File: src/rtl/quad_enc_emu.sv
// quad_enc_emu: quadrature encoder emulator.
//
// On an accepted load the block walks an emulated shaft from its current
// position to a two-digit BCD target. It emits A/B quadrature edges, one every
// STEP_DIV clocks, and four edges make one detent. bcd_pos steps by one
// detent on the clock of the fourth edge, so {a,b} is 00 at every detent.
//
// Parameters:
//   STEP_DIV    clocks between successive quadrature edges (1..65535)
//
// Optional build macro:
//   ENC_WRAP_EN defined   -> shortest modulo-100 path, 99<->00 wrap,
//                            a tie at distance 50 goes CW
//   ENC_WRAP_EN undefined -> CW when target > bcd_pos, else CCW, never wraps
//
// Ports:
//   clk         in   system clock, rising edge
//   reset_n     in   asynchronous active-low reset
//   load        in   move request, sampled every clk (honoured only in IDLE)
//   bcd_target  in   [7:4] tens, [3:0] units target position
//   a, b        out  quadrature channels (CW: A leads B, CCW: B leads A)
//   bcd_pos     out  current emulated position, two BCD digits
//   busy        out  high while a move is in progress
//   done        out  one-cycle pulse when a move completes
//   err         out  one-cycle pulse when a load has a non-BCD digit
//   state_dbg   out  FSM state encoding (0 IDLE, 1 RUN, 2 FIN)
//
// Handshake: load is a level request with no ready. A load seen in IDLE is
// consumed on that edge. A load seen in RUN or FIN is dropped silently.
module quad_enc_emu #(
  parameter int unsigned STEP_DIV = 4
) (
  input  logic       clk,
  input  logic       reset_n,
  input  logic       load,
  input  logic [7:0] bcd_target,
  output logic       a,
  output logic       b,
  output logic [7:0] bcd_pos,
  output logic       busy,
  output logic       done,
  output logic       err,
  output logic [1:0] state_dbg
);

  typedef enum logic [1:0] {
    IDLE = 2'd0,
    RUN  = 2'd1,
    FIN  = 2'd2
  } state_t;

  localparam logic [15:0] DIV_LAST = 16'(STEP_DIV - 1);

  state_t      state;
  logic [15:0] div;
  logic [1:0]  phase;     // 0..3 position within the current detent
  logic [7:0]  target;
  logic        dir_cw;

  logic        tgt_valid;
  logic        load_cw;
  logic [1:0]  next_phase;
  logic [7:0]  next_pos;

  function automatic logic [7:0] bcd_inc(input logic [7:0] v);
    logic [7:0] r;
    if (v[3:0] == 4'd9) begin
      r[3:0] = 4'd0;
      r[7:4] = (v[7:4] == 4'd9) ? 4'd0 : v[7:4] + 4'd1;
    end else begin
      r[3:0] = v[3:0] + 4'd1;
      r[7:4] = v[7:4];
    end
    return r;
  endfunction

  function automatic logic [7:0] bcd_dec(input logic [7:0] v);
    logic [7:0] r;
    if (v[3:0] == 4'd0) begin
      r[3:0] = 4'd9;
      r[7:4] = (v[7:4] == 4'd0) ? 4'd9 : v[7:4] - 4'd1;
    end else begin
      r[3:0] = v[3:0] - 4'd1;
      r[7:4] = v[7:4];
    end
    return r;
  endfunction

  // Phase 0..3 maps to {a,b} = 00,10,11,01. Incrementing the phase walks the
  // CW order and decrementing it walks the CCW order.
  function automatic logic [1:0] phase_ab(input logic [1:0] p);
    logic [1:0] r;
    case (p)
      2'd0:    r = 2'b00;
      2'd1:    r = 2'b10;
      2'd2:    r = 2'b11;
      default: r = 2'b01;
    endcase
    return r;
  endfunction

`ifdef ENC_WRAP_EN
  function automatic logic [7:0] bcd_to_bin(input logic [7:0] v);
    return 8'(v[7:4]) * 8'd10 + 8'(v[3:0]);
  endfunction

  logic [7:0] pos_bin;
  logic [7:0] tgt_bin;
  logic [7:0] cw_dist;

  always_comb begin
    pos_bin = bcd_to_bin(bcd_pos);
    tgt_bin = bcd_to_bin(bcd_target);
    cw_dist = (tgt_bin >= pos_bin) ? (tgt_bin - pos_bin)
                                   : (tgt_bin + 8'd100 - pos_bin);
    // A distance of exactly 50 is a tie and resolves CW.
    load_cw = (cw_dist <= 8'd50);
  end
`else
  // For valid BCD, comparing the packed digits as unsigned gives numeric order.
  always_comb begin
    load_cw = (bcd_target > bcd_pos);
  end
`endif

  always_comb begin
    tgt_valid  = (bcd_target[7:4] <= 4'd9) && (bcd_target[3:0] <= 4'd9);
    next_phase = dir_cw ? phase + 2'd1 : phase - 2'd1;
    next_pos   = dir_cw ? bcd_inc(bcd_pos) : bcd_dec(bcd_pos);
  end

  always_ff @(posedge clk or negedge reset_n) begin
    if (!reset_n) begin
      state   <= IDLE;
      div     <= 16'd0;
      phase   <= 2'd0;
      target  <= 8'h00;
      dir_cw  <= 1'b0;
      a       <= 1'b0;
      b       <= 1'b0;
      bcd_pos <= 8'h00;
      busy    <= 1'b0;
      done    <= 1'b0;
      err     <= 1'b0;
    end else begin
      done <= 1'b0;
      err  <= 1'b0;
      case (state)
        IDLE: begin
          if (load) begin
            if (!tgt_valid) begin
              err <= 1'b1;
            end else if (bcd_target == bcd_pos) begin
              state <= FIN;
            end else begin
              target <= bcd_target;
              dir_cw <= load_cw;
              div    <= 16'd0;
              busy   <= 1'b1;
              state  <= RUN;
            end
          end
        end
        RUN: begin
          // The divider starts at 0 on the accept edge, so the first edge
          // lands STEP_DIV clocks later.
          if (div == DIV_LAST) begin
            div    <= 16'd0;
            phase  <= next_phase;
            {a, b} <= phase_ab(next_phase);
            // Returning to phase 0 completes a detent.
            if (next_phase == 2'd0) begin
              bcd_pos <= next_pos;
              if (next_pos == target) begin
                state <= FIN;
              end
            end
          end else begin
            div <= div + 16'd1;
          end
        end
        FIN: begin
          busy  <= 1'b0;
          done  <= 1'b1;
          state <= IDLE;
        end
        default: state <= IDLE;
      endcase
    end
  end

  assign state_dbg = state;

endmodule

File: config.mk
export PLATFORM = sky130hd
export DESIGN_NAME = quad_enc_emu
export DESIGN_NICKNAME = d
export VERILOG_FILES = /design/src/rtl/quad_enc_emu.sv
export SDC_FILE = /design/constraint.sdc
export NUM_CORES = 1
export LEC_CHECK = 0
export ABC_AREA = 1
export BUFFER_PORTS_ARGS = -buffer_cell sky130_fd_sc_hd__clkbuf_2
export CAP_MARGIN = 25
export CORE_ASPECT_RATIO = 1.25
export CORE_MARGIN = 3
export CORE_UTILIZATION = 45
export DETAILED_ROUTE_END_ITERATION = 10
export SYNTH_ARGS = -nofsm -noshare
export SYNTH_HDL_FRONTEND = slang
export SYNTH_SLANG_ARGS = --single-unit
export TNS_END_PERCENT = 50
File: constraint.sdc
create_clock -name clk -period 4.7 [get_ports clk]
set_clock_uncertainty 0.15 [all_clocks]
set_input_delay 0 -clock clk [delete_from_list [all_inputs] [get_ports clk]]
set_output_delay 0 -clock clk [all_outputs]
set_load 0.03 [all_outputs]
==> impl_metrics.toml <==
[power]
switchingPower_mw = 0.291
combPwrFrac_pct = 20.2
p_seq_share_pct = 48.8
power_density_nw_per_um2 = 291
clkPwrFrac_pct = 31.0
finalPower_mw = 0.938
vdd_drop_max_uv = 236
internal-power_mw = 0.647
p_leak_nw = 1.64
swShare_pct = 31.0

[global_route]
grt_max_degree = 25
antenna_found_initial = 0
grt_pass1_wl_um = 11400
grt_remaining_overflow = 0
grt_usage_pct = 19.6
grt_pass1_vias = 2498

[clocking]
path_clk_slew_ps = 80
clock_latency_ps = 290
postCtsSetupBuffers = 0
cts_buffers = 5
clock-root-buffer = "clkbuf_8"
cts_hold_buffers = 11
cts_tree = "done"
clock_sinks = 41
cts_max_level = 2
cts_buffer_depth = 2
post_cts_resized = 0

[drt]
wl_per_cell_um = 13.1
firstDrtPassIters = 4
vias = 2543
drcViolationCount = 0
drtIter0Drc = 98
antenna_left = 0
routed_wl_um = 6540
vias_per_cell = 5.08

[placed_design]
numPortBuffers = 25
gp_congestion = 0.861
hpwl_um = 5130

[synth]
synth.distinct_cells = 38
ys_top_cells_by_area = "dfrtp_1 37%, nand2_1 13%, ha_1 7.2%, inv_1 6.3%, nand3_1 5.8%"
ys_ff_latch = 41
syn_avg_cell_area_um2 = 7.33
yosysTopAreaCellShare_pct = 36.9
syn_area_um2 = 2780
synth_nets = 406
syn_inst = 379
ys_warn_count = 0
synth_area_leader_cell = "dfrtp_1"
yosysSeqAreaShare_pct = 36.9

[layout]
area_growth_pct = 16.0
num_antenna_cells = 0
register_area_um2 = 1030
final_common_cell = "nand2_1"
fill_cells = 605
final_nets = 445
final_cell_mix = "97 x nand2_1, 47 x inv_1, 41 x dfrtp_1"
drive_gt1_share_pct = 14.8
multi_input_area_um2 = 1510

[sta]
fin_crit_ps = 2450
rsz0062_at_grt = "no"
fin_setup_tns_ps = 0
relSlewSlack_pct = 67.2
finalCritPeriodShare_pct = 52.2
tightest_slew_ps = 492
fmax_ghz = 0.408
slew_violations = 0
setup_violations = 0
hold_violations = 0

[worst_setup_path]
cp-end-kind = "flip-flop"
slowest_stage = "dfrtp_1"
path_class = "flip-flop to flip-flop"
path_buf_inv = 3
worstPathArrival_ps = 2520
path_cells = "inv_1, ha_1, nand2_1, nor2_1, nand4_1, nor2_1, nor3_1, buf_4, inv_1, a21oi_1, a21oi_1"
worstPathRequired_ps = 4770
worstPathMaxFanout = 13
critPathTopFamily = "simple AND/OR/NAND/NOR gates"
start_kind = "flip-flop"
critPathMaxStageDelay_ps = 530

[floorplan]
die-area_um2 = 7160
core-area_um2 = 5900
ios = 26
rows = 31
fp.dieH_um = 93.9
initial_core_util_pct = 47.1
die-width_um = 76.3

[hold_path]
holdCritPathClass = "input port to asynchronous set/reset pin"

[status]
status = "finished clean"

[run]
drv_cap = 0
layer usage:
metal  part of all wire (%)  vias up  routed length (um)  GRT usage (%)
met2                     55       33                3590           38.0
met1                     41     1184                2680           21.6
met5                      0        -                   0              0
li1                       -     1317                   -              -
met4                    2.1        0                 138           7.70
met3                    2.1        9                 140           2.50
path summary, 6_finish.rpt:
path | startpoint | endpoint | slack (ps) | depth (start not counted)
worst min-delay path | reset_n | target[4]$_DFFE_PN0P_ | 50 | 2
worst min register to register | busy$_DFFE_PN0P_ | busy$_DFFE_PN0P_ | 360 | 2
worst max-delay path | bcd_pos[4]$_DFFE_PN0P_ | div[2]$_DFFE_PN0P_ | 2250 | 11
worst max register to register | bcd_pos[4]$_DFFE_PN0P_ | div[2]$_DFFE_PN0P_ | 2250 | 11
min in group clk | busy$_DFFE_PN0P_ | busy$_DFFE_PN0P_ | 360 | 2
max in group asynchronous | reset_n | target[1]$_DFFE_PN0P_ | 3860 | 3
worst register-to-register path, cell delays in order, from the launching register on:
cell,delay (ps)
dfrtp_1,530
inv_1,140
ha_1,300
nand2_1,50
nor2_1,250
nand4_1,190
nor2_1,160
nor3_1,70
buf_4,190
inv_1,150
a21oi_1,60
a21oi_1,140
kinds of logic (layout without fill, tap and decap cells):
kind of cell | count (synthesis) | after routing | synth area share (%)
AOI/OAI and AO/OA | 52 | 52 | 10.3
DFF | 41 | 41 | 36.9
xor gates and xnor gates | 11 | 11 | 3.47
and+or+nand+nor | 197 | 197 | 32.2
adders and majority gates | 16 | 16 | 7.20
muxes | 3 | 3 | 1.22
buffers and inverters | 59 | 99 | 8.64
per-stage QoR:
stage                     hold WS [ps]  area (um^2)  instances  utilization [%]  setup WS, ps
after CTS                         53.7         3220        501             54.7          2240
after global routing              79.2         3220        501             54.7          2050
after floorplan                   -446         2780        379                -          2530
final                             45.8         3220        501             54.7          2250
after global placement            77.3         2980        481             50.5          2320
after detailed placement          -166         3000        482             50.8          2260
power groups by stage:
stage,logic (mW),registers [mW],clock network [mW]
final,0.190,0.457,0.291
after CTS,0.192,0.457,0.305
after detailed placement,0.185,0.463,0
after global placement,0.181,0.463,0
after floorplan,0.128,0.457,0
after global routing,0.216,0.466,0.315
layout make-up:
| cell class | instances | share of cell area [%] |
|---|---|---|
| Inverter | 53 | 6.29 |
| Timing Repair Buffer | 38 | 8.15 |
| Multi-Input combinational cell | 279 | 46.9 |
| Clock inverter | 1 | 0.932 |
| Sequential cell | 41 | 31.8 |
| Clock buffer | 7 | 2.68 |
| Tap cell | 82 | 3.18 |
cell usage after synthesis:
cell / instances
nand2_1: 97
inv_1: 47
dfrtp_1: 41
nor2_1: 33
nand3_1: 32
o21ai_0: 20
a21oi_1: 18
ha_1: 16
xor2_1: 9
nor3_1: 7
o22ai_1: 6
nand2_2: 5
nand4_1: 5
nor2_2: 5
inv_2: 4
buf_2: 3
mux2_2: 3
nand3_2: 3
nand3b_1: 3
nor4_1: 2
o21ai_1: 2
xnor2_1: 2
a211oi_1: 1
a21oi_2: 1
buf_4: 1
buf_6: 1
clkbuf_1: 1
clkinv_2: 1
inv_4: 1
nand2_4: 1
nand3_4: 1
nand4_2: 1
o211ai_1: 1
o21ai_2: 1
o31ai_1: 1
o32ai_1: 1
or2_1: 1
or2_2: 1
state kept, by name (all words and copies together) (netlist names):
register / flops
b: 1
bcd_pos: 8
phase: 1
done: 1
err: 1
div: 16
a: 1
busy: 1
target: 8
state_dbg: 2
dir_cw: 1
Note: power is estimated with default switching activity, not from simulation.
